`config.mk`:
```
export PLATFORM = sky130hd
export DESIGN_NAME = signed_sub_pipe_flat
export DESIGN_NICKNAME = d
export VERILOG_FILES = /design/src/rtl/signed_sub_pipe_if.sv /design/src/rtl/signed_sub_pipe.sv /design/src/flat_wrapper.sv
export SDC_FILE = /design/constraint.sdc
export NUM_CORES = 1
export LEC_CHECK = 0
export BUFFER_PORTS_ARGS = -buffer_cell sky130_fd_sc_hd__buf_2
export CORE_ASPECT_RATIO = 0.6
export CORE_MARGIN = 1
export CORE_UTILIZATION = 42
export CTS_CLUSTER_SIZE = 16
export DETAILED_ROUTE_END_ITERATION = 6
export GPL_TIMING_DRIVEN = 0
export PLACE_DENSITY = 0.66
export SYNTH_ARGS = -nofsm -noshare
export SYNTH_HDL_FRONTEND = slang
export SYNTH_SLANG_ARGS = --single-unit
```
`constraint.sdc`:
```
create_clock -name clk -period 2.6 [get_ports clk]
set_clock_uncertainty 0.15 [all_clocks]
set_input_delay 0.65 -clock clk [delete_from_list [all_inputs] [get_ports clk]]
set_output_delay 0.65 -clock clk [all_outputs]
set_load 0.05 [all_outputs]
```
`src/rtl/signed_sub_pipe_if.sv`:
```
// Operand/result bundle for signed_sub_pipe.
// The master produces operands and the pipeline enable; the slave returns registered results.
interface signed_sub_pipe_if #(
   parameter int IN_W  = 4,
   parameter int OUT_W = IN_W + 1
);
   logic             ce;
   logic             inValid;
   logic             isSigned;
   logic [IN_W-1:0]  aIn;
   logic [IN_W-1:0]  bIn;
   logic [OUT_W-1:0] subOut;
   logic             outValid;
   logic             ovf;

   modport master (
      output ce, inValid, isSigned, aIn, bIn,
      input  subOut, outValid, ovf
   );

   modport slave (
      input  ce, inValid, isSigned, aIn, bIn,
      output subOut, outValid, ovf
   );
endinterface

```
`src/rtl/signed_sub_pipe.sv`:
```
// Pipelined signed/unsigned subtractor with wrap or saturate narrowing.
// Extension, subtraction and narrowing happen in the first stage; later stages only delay.
module signed_sub_pipe #(
   parameter int IN_W  = 4,
   parameter int OUT_W = IN_W + 1,
   parameter int LAT   = 4,
   parameter int SAT   = 0
) (
   input  logic             clk,
   input  logic             rst_n,
   signed_sub_pipe_if.slave bus
);
   localparam int DW = IN_W + 1;

   logic [DW-1:0]        a_ext;
   logic [DW-1:0]        b_ext;
   logic signed [DW-1:0] diff;
   logic [OUT_W-1:0]     nar_res;
   logic                 nar_ovf;

   // One extra bit makes the difference exact for both signed and unsigned operands.
   always_comb begin
      a_ext = {bus.isSigned & bus.aIn[IN_W-1], bus.aIn};
      b_ext = {bus.isSigned & bus.bIn[IN_W-1], bus.bIn};
      diff  = a_ext - b_ext;
   end

   generate
      if (OUT_W >= DW) begin : g_wide
         assign nar_res = OUT_W'(diff);
         assign nar_ovf = 1'b0;
      end else begin : g_narrow
         logic fits;
         // Representable iff every bit dropped by narrowing equals the new sign bit.
         always_comb begin
            fits    = (&diff[IN_W:OUT_W-1]) | ~(|diff[IN_W:OUT_W-1]);
            nar_ovf = ~fits;
            nar_res = diff[OUT_W-1:0];
            if ((SAT != 0) && !fits) begin
               nar_res = diff[IN_W] ? {1'b1, {(OUT_W-1){1'b0}}} : {1'b0, {(OUT_W-1){1'b1}}};
            end
         end
      end
   endgenerate

   logic [OUT_W-1:0] res_q [LAT-1];
   logic             ovf_q [LAT-1];
   logic [LAT-2:0]   vld_q;

   always_ff @(posedge clk) begin
      if (bus.ce) begin
         res_q[0] <= nar_res;
         ovf_q[0] <= nar_ovf;
         for (int i = 1; i < LAT - 1; i++) begin
            res_q[i] <= res_q[i-1];
            ovf_q[i] <= ovf_q[i-1];
         end
      end
   end

   always_ff @(posedge clk) begin
      if (!rst_n) begin
         vld_q <= '0;
      end else if (bus.ce) begin
         vld_q[0] <= bus.inValid;
         for (int i = 1; i < LAT - 1; i++) begin
            vld_q[i] <= vld_q[i-1];
         end
      end
   end

   // Result registers only load for a real result so they keep the last answer across bubbles.
   always_ff @(posedge clk) begin
      if (!rst_n) begin
         bus.outValid <= 1'b0;
         bus.subOut   <= '0;
         bus.ovf      <= 1'b0;
      end else if (bus.ce) begin
         bus.outValid <= vld_q[LAT-2];
         if (vld_q[LAT-2]) begin
            bus.subOut <= res_q[LAT-2];
            bus.ovf    <= ovf_q[LAT-2];
         end
      end
   end
endmodule

```
`src/flat_wrapper.sv`:
```
// flat-port wrapper written by rule: the top's interface ports become plain ports
module signed_sub_pipe_flat 
#(
   parameter int IN_W  = 4,
   parameter int OUT_W = IN_W + 1,
   parameter int LAT   = 4,
   parameter int SAT   = 0
)
  (clk, rst_n, bus_ce, bus_inValid, bus_isSigned, bus_aIn, bus_bIn, bus_subOut, bus_outValid, bus_ovf);
  signed_sub_pipe_if #(.IN_W(IN_W), .OUT_W(OUT_W)) bus_i ();
  input  logic clk;
  input  logic rst_n;
  input wire logic [$bits(bus_i.ce)-1:0] bus_ce;
  input wire logic [$bits(bus_i.inValid)-1:0] bus_inValid;
  input wire logic [$bits(bus_i.isSigned)-1:0] bus_isSigned;
  input wire logic [$bits(bus_i.aIn)-1:0] bus_aIn;
  input wire logic [$bits(bus_i.bIn)-1:0] bus_bIn;
  output wire logic [$bits(bus_i.subOut)-1:0] bus_subOut;
  output wire logic [$bits(bus_i.outValid)-1:0] bus_outValid;
  output wire logic [$bits(bus_i.ovf)-1:0] bus_ovf;
  assign bus_i.ce = bus_ce;
  assign bus_i.inValid = bus_inValid;
  assign bus_i.isSigned = bus_isSigned;
  assign bus_i.aIn = bus_aIn;
  assign bus_i.bIn = bus_bIn;
  assign bus_subOut = bus_i.subOut;
  assign bus_outValid = bus_i.outValid;
  assign bus_ovf = bus_i.ovf;
  signed_sub_pipe #(.IN_W(IN_W), .OUT_W(OUT_W), .LAT(LAT), .SAT(SAT)) u_core (.clk(clk), .rst_n(rst_n), .bus(bus_i));
endmodule
```
==> flow_metrics.py, run 1 <==
metrics = {
    "run_status": {
        "status": "completed",
    },
    "yosys": {
        "synth_seq_cells": 24,
        "yosysWarnings": 0,
        "synthDominantCellAreaShare_pct": 46.6,
        "syn_nets": 90,
        "syn_area_per_cell_um2": 13.4,
        "syn-cell-area_um2": 967,
        "ys_seq_area_share_pct": 65.2,
        "synth_top_area_cell": "edfxtp_1",
        "yosys-top-cells-area": "edfxtp_1 (47%), dfxtp_1 (19%), ha_1 (5.2%), a21boi_0 (4.7%), mux2i_1 (3.1%)",
        "syn_inst": 72,
        "yosys.cell_types.count": 21,
    },
    "floorplanning": {
        "initial_core_util_pct": 44.7,
        "dieArea_mm2": 0.00250,
        "die_w_um": 64.0,
        "die_y_um": 39.2,
        "core_mm2": 0.00216,
        "io_pins": 20,
        "placementRows": 13,
    },
    "place": {
        "globalplace.congestion": 0.674,
        "io_buffers": 18,
        "hpwl_um": 868,
        "post-place-ws_ns": 0.392,
    },
    "timing": {
        "setup_tns_ns": 0,
        "fmax_ghz": 0.523,
        "hold_viol_final": 0,
        "rsz0062_at_grt": "no",
        "report.final.slew_viol_count": 0,
        "period_minus_slack_ns": 1.91,
        "setup_slack_ns": 0.688,
        "setup_viol": 0,
        "fin_hold_ws_ns": 0.270,
        "fin_crit_sh_pct": 73.5,
    },
    "clock_tree": {
        "clock_latency_ns": 0.26,
        "clk_pin_slew_ns": 0.08,
        "cts_hold_buf": 0,
        "root_buffer": "clkbuf_8",
        "clock-sinks": 24,
        "post_cts_buffers": 0,
        "cts_buffers": 3,
        "htree_levels": 1,
        "clock_path_buffers": 2,
        "cts_resized": 0,
        "cts_tree": "built",
    },
    "critical_path": {
        "worstSetupPathType": "in -> reg",
        "critical_path.cell_chain": "buf_2, inv_1, ha_1, inv_1, fa_1, a21o_1, a21oi_2, xnor2_1",
        "end_kind": "register",
        "cp_top_family": "adder cells",
        "cp-start-kind": "primary input",
        "arrival_ns": 1.78,
        "path_max_fanout": 2,
        "worstPathRequired_ns": 2.47,
        "r2r_cells": 3,
        "cp_num_cells": 8,
        "path_buf_inv": 3,
        "crit_path_top_delay_cell": "fa_1",
        "crit_top_cell": "inv_1",
        "max_stage_delay_ns": 0.39,
    },
    "detailed_routing": {
        "viasPerCell": 4.41,
        "routed_wl_mm": 1.14,
        "remaining_drc_errors": 0,
        "first_pass_iters": 2,
        "antenna_left": 0,
        "drt_iter0_drc": 20,
        "vias": 547,
        "post_drt_wl_per_cell_um": 9.22,
    },
    "power": {
        "intPower_w": 0.000573,
        "powerDensity_mw_per_mm2": 632,
        "seq_power_share_pct": 62.0,
        "vdd_ir_drop_max_v": 0.000276,
        "power.switching_w": 0.000147,
        "finalPower_w": 0.000720,
        "swShare_pct": 20.4,
        "p_clk_share_pct": 29.6,
        "p_leak_nw": 0.477,
        "combPwrFrac_pct": 8.5,
    },
    "grt": {
        "antenna_found_initial": 0,
        "grt_overflow": 0,
        "grt_max_degree": 17,
        "grt_usage_pct": 11.0,
        "grt_pass1_wl_mm": 1.88,
        "first_global_vias": 448,
    },
    "finish": {
        "layout_commonest_cell": "buf_2",
        "area_delta_synth_final_pct": 17.9,
        "drive_gt1_share_pct": 26.6,
        "fill_cells": 209,
        "nNetsFinal": 113,
        "fin_util_pct": 52.7,
        "antennaDiodeCount": 0,
        "layout_common_cells": "buf_2 (18), edfxtp_1 (15), dfxtp_1 (9)",
    },
    "flow_run": {
        "max_cap_viol_count": 0,
    },
    "min_path": {
        "min_path_cells": 0,
        "hp-class": "reg -> reg",
    },
}
state kept, by name (all words and copies together), names as in the netlist:
register,flops
u_core.res_q,15
u_core.bus.subOut,5
u_core.vld_q,3
u_core.bus.outValid,1
cell usage after synthesis:
| cell | instances |
|---|---|
| a21boi_0 | 6 |
| a21o_1 | 1 |
| a21oi_1 | 1 |
| a21oi_2 | 1 |
| buf_4 | 1 |
| buf_6 | 1 |
| conb_1 | 1 |
| dfxtp_1 | 9 |
| edfxtp_1 | 15 |
| fa_1 | 1 |
| ha_1 | 4 |
| inv_1 | 6 |
| mux2i_1 | 3 |
| nand2_1 | 7 |
| nand2_2 | 1 |
| nand2b_1 | 1 |
| nand3_1 | 5 |
| nand3b_1 | 1 |
| nor2b_1 | 3 |
| xnor2_1 | 1 |
| xor2_1 | 3 |
routing by layer:
| metal | global-route usage, % | part of all wire, % |
|---|---|---|
| met1 | 11.4 | 45 |
| met2 | 19.4 | 46 |
| met3 | 6.18 | 8.2 |
| met4 | 3.41 | 0.96 |
| met5 | 0 | 0 |
through the flow:
step | instances | area (um2)
floorplan | 72 | 967
global placement | 120 | 1090
detailed placement | 120 | 1090
CTS | 124 | 1140
global route | 124 | 1140
finish | 124 | 1140
worst reg2reg max path: stages, from the launching register on:
cell,delay (ns)
dfxtp_1,0.47
nand2_2,0.13
nand2_1,0.09
a21boi_0,0.07
final timing paths:
kind / from / to / slack, ns
worst max-delay path: bus_aIn[0] / u_core.res_q[0][4] / 0.69
worst min-delay path: u_core.res_q[1][3] / u_core.res_q[2][3] / 0.27
worst max register to register: u_core.vld_q[2] / u_core.bus.subOut[3] / 1.58
worst min register to register: u_core.res_q[1][3] / u_core.res_q[2][3] / 0.27
power groups by stage:
stage	combinational (W)	clock, W	sequential, W
after global placement	0.0000602	0	0.000453
after detailed placement	0.0000623	0	0.000455
after floorplan	0.0000390	0	0.000455
after CTS	0.0000624	0.000223	0.000446
after global routing	0.0000694	0.000238	0.000448
final	0.0000609	0.000213	0.000446
layout make-up:
cell class	count	area (um2)	area share, %
inverters	6	22.5	1.98
multi-input cells	40	295	25.9
repair buffers	18	90.1	7.90
flip-flops and latches	24	631	55.3
clock inverters	1	3.75	0.329
well taps	30	37.5	3.29
clock buffers	3	41.3	3.62
plain buffers	2	18.8	1.65
cell families (layout without fill, tap and decap cells):
kind of cell	Yosys count	after routing	synth area share, %
buffers and inverters	8	30	4.27
muxes	3	3	3.10
xor gates and xnor gates	4	4	3.62
other	1	1	0.388
DFF	24	24	65.2
AOI/OAI and AO/OA	9	9	6.86
and+or+nand+nor	18	18	9.32
adders and majority gates	5	5	7.24
Power figures use the tool's default switching activity.
==> run 2, diff against run 1 <==
--- a/config.mk
+++ b/config.mk
@@ -12,7 +12,7 @@
 export CTS_CLUSTER_SIZE = 16
 export DETAILED_ROUTE_END_ITERATION = 6
 export GPL_TIMING_DRIVEN = 0
-export PLACE_DENSITY = 0.66
+export PLACE_DENSITY = 0.68
 export SYNTH_ARGS = -nofsm -noshare
 export SYNTH_HDL_FRONTEND = slang
 export SYNTH_SLANG_ARGS = --single-unit
==> constraint.sdc (replaced) <==
create_clock -name clk -period 1.5 [get_ports clk]
set_clock_uncertainty 0.15 [all_clocks]
set_input_delay 0.375 -clock clk [delete_from_list [all_inputs] [get_ports clk]]
set_output_delay 0.375 -clock clk [all_outputs]
set_load 0.05 [all_outputs]
==> run 2 against run 1 <==
Net effect: the flow now finishes with violations (negative setup slack); register-to-register slack worse by 1.1 ns; critical path depth did not move; power grew 100%; sequential power is 74% higher; wire length is 3.5% higher.
==> flow_metrics.py, run 2 (synthesis gave the netlist of run 1 again) <==
metrics = {
    "floorplanning": {
        "io_pins": 20,
        "dieArea_mm2": 0.00250,
        "core_mm2": 0.00216,
        "placementRows": 13,
        "initial_core_util_pct": 44.7,
        "die_w_um": 64.0,
        "die_y_um": 39.2,
    },
    "grt": {
        "met1_usage_pct": 11.8,
        "grt_usage_pct": 11.5,
        "use_met2_pct": 20.7,
        "top_usage_layer": "met2",
        "antenna_found_initial": 0,
        "grt_overflow": 0,
        "use_met3_pct": 5.59,
        "grt_pass1_wl_mm": 2.04,
        "first_global_vias": 491,
        "grt_max_degree": 17,
    },
    "detailed_routing": {
        "routed_wl_mm": 1.18,
        "drt_iter0_drc": 35,
        "first_pass_iters": 2,
        "vias": 539,
        "antenna_left": 0,
        "remaining_drc_errors": 0,
        "viasPerCell": 4.31,
        "post_drt_wl_per_cell_um": 9.46,
    },
    "timing": {
        "setup_slack_ns": -0.00762,
        "period_minus_slack_ns": 1.51,
        "fin_hold_ws_ns": 0.230,
        "setup_viol": 1,
        "rsz0062_at_grt": "yes",
        "report.final.slew_viol_count": 0,
        "fmax_ghz": 0.663,
        "hold_viol_final": 0,
        "fin_crit_sh_pct": 101,
    },
    "power": {
        "intPower_w": 0.00117,
        "power.switching_w": 0.000268,
        "swShare_pct": 18.6,
        "p_clk_share_pct": 38.0,
        "powerDensity_mw_per_mm2": 1190,
        "seq_power_share_pct": 53.7,
        "vdd_ir_drop_max_v": 0.000403,
        "p_leak_nw": 0.499,
        "combPwrFrac_pct": 8.3,
    },
    "clock_tree": {
        "clk_pin_slew_ns": 0.08,
        "htree_levels": 1,
        "cts_hold_buf": 0,
        "root_buffer": "clkbuf_8",
        "clock_latency_ns": 0.26,
        "clock-sinks": 24,
        "cts_buffers": 3,
        "clock_path_buffers": 2,
        "cts_tree": "built",
    },
    "finish": {
        "fin_cells": 125,
        "nNetsFinal": 114,
        "layout_common_cells": "buf_2 (17), edfxtp_1 (15), dfxtp_1 (9)",
        "top_regs": "u_core.res_q (15), u_core.bus.subOut (5), u_core.vld_q (3)",
        "area_delta_synth_final_pct": 25.2,
        "largest_register_ffs": 15,
        "design_area_mm2": 0.00121,
        "layout_commonest_cell": "buf_2",
        "drive_gt1_share_pct": 32.6,
        "regMostFlops": "u_core.res_q",
        "antennaDiodeCount": 0,
        "fin_util_pct": 56.0,
    },
    "place": {
        "io_buffers": 18,
        "placed_cell_area_mm2": 0.00112,
        "globalplace.congestion": 0.669,
        "hpwl_um": 882,
        "dp.cells": 120,
    },
    "critical_path": {
        "path_max_fanout": 2,
        "cp-start-kind": "primary input",
        "worstPathRequired_ns": 1.37,
        "worstSetupPathType": "in -> reg",
        "arrival_ns": 1.38,
        "end_kind": "register",
    },
    "run_status": {
        "violations": "negative setup slack",
        "status": "finished with violations",
    },
    "flow_run": {
        "max_cap_viol_count": 0,
    },
    "min_path": {
        "hp-class": "in -> reg",
    },
}
-- run 2: cell count changes in the layout (fill, tap and decap cells not counted), sizes merged --
cell and change:
buf +1, bufinv +1, clkinv -1
-- run 2: final cells by class --
class                      instances  area, um2
tap                               30       37.5
sequential                        24        631
clock buffer                       3       41.3
timing repair buffer              19        108
multi-input combinational         40        310
inverter                           6       35.0
fill                             190        952
clock inverter                     1       30.0
buffer                             2       18.8
-- run 2: layer usage --
| metal | routed length [um] | up-vias | part of all wire, % |
|---|---|---|---|
| li1 | - | 290 | - |
| met1 | 516 | 230 | 44 |
| met2 | 580 | 19 | 49 |
| met3 | 87 | 0 | 7.4 |
| met4 | 0 | 0 | 0 |
| met5 | 0 | - | 0 |
-- run 2: worst paths after layout --
| check | slack [ns] | from | cells after the start | end |
|---|---|---|---|---|
| worst max-delay path | -0.008 | bus_aIn[0] | 8 | u_core.res_q[0][4] |
| worst min register to register | 0.27 | u_core.res_q[0][2] | 0 | u_core.res_q[1][2] |
| worst min-delay path | 0.23 | bus_inValid | 3 | u_core.vld_q[0] |
| worst max register to register | 0.49 | u_core.vld_q[2] | 3 | u_core.bus.subOut[3] |
-- run 2: per-stage QoR --
step	total power [W]	TNS, ns	setup WS [ns]
4_1_cts	0.00146	-0.00664	-0.00664
5_1_grt	0.00151	-0.0575	-0.0575
3_3_place_gp	0.000898	-0.731	-0.385
6_report	0.00144	-0.00762	-0.00762
2_1_floorplan	0.000861	-0.177	-0.177
3_5_place_dp	0.000905	-0.769	-0.394
-- run 2: power by group through the flow --
stage | logic, W | registers, W | clock network, W
floorplan | 0.0000726 | 0.000789 | 0
global placement | 0.000112 | 0.000786 | 0
detailed placement | 0.000116 | 0.000790 | 0
CTS | 0.000121 | 0.000775 | 0.000569
global route | 0.000133 | 0.000779 | 0.000596
finish | 0.000119 | 0.000774 | 0.000549
-- run 2: critical path, cell delays in order --
cell and delay (ns):
buf_8 0.11, inv_12 0.04, ha_4 0.11, inv_2 0.03, fa_2 0.33, a21o_1 0.19, a21oi_2 0.12, xnor2_1 0.07
-- run 2: what timing repair did --
action | in CTS | in global routing
setup endpoints to repair | 1 | 1
pin swaps | 5 | 3
hold endpoints to repair | 0 | 0
setup buffers | 1 | 0
gates resized for setup | 3 | 0
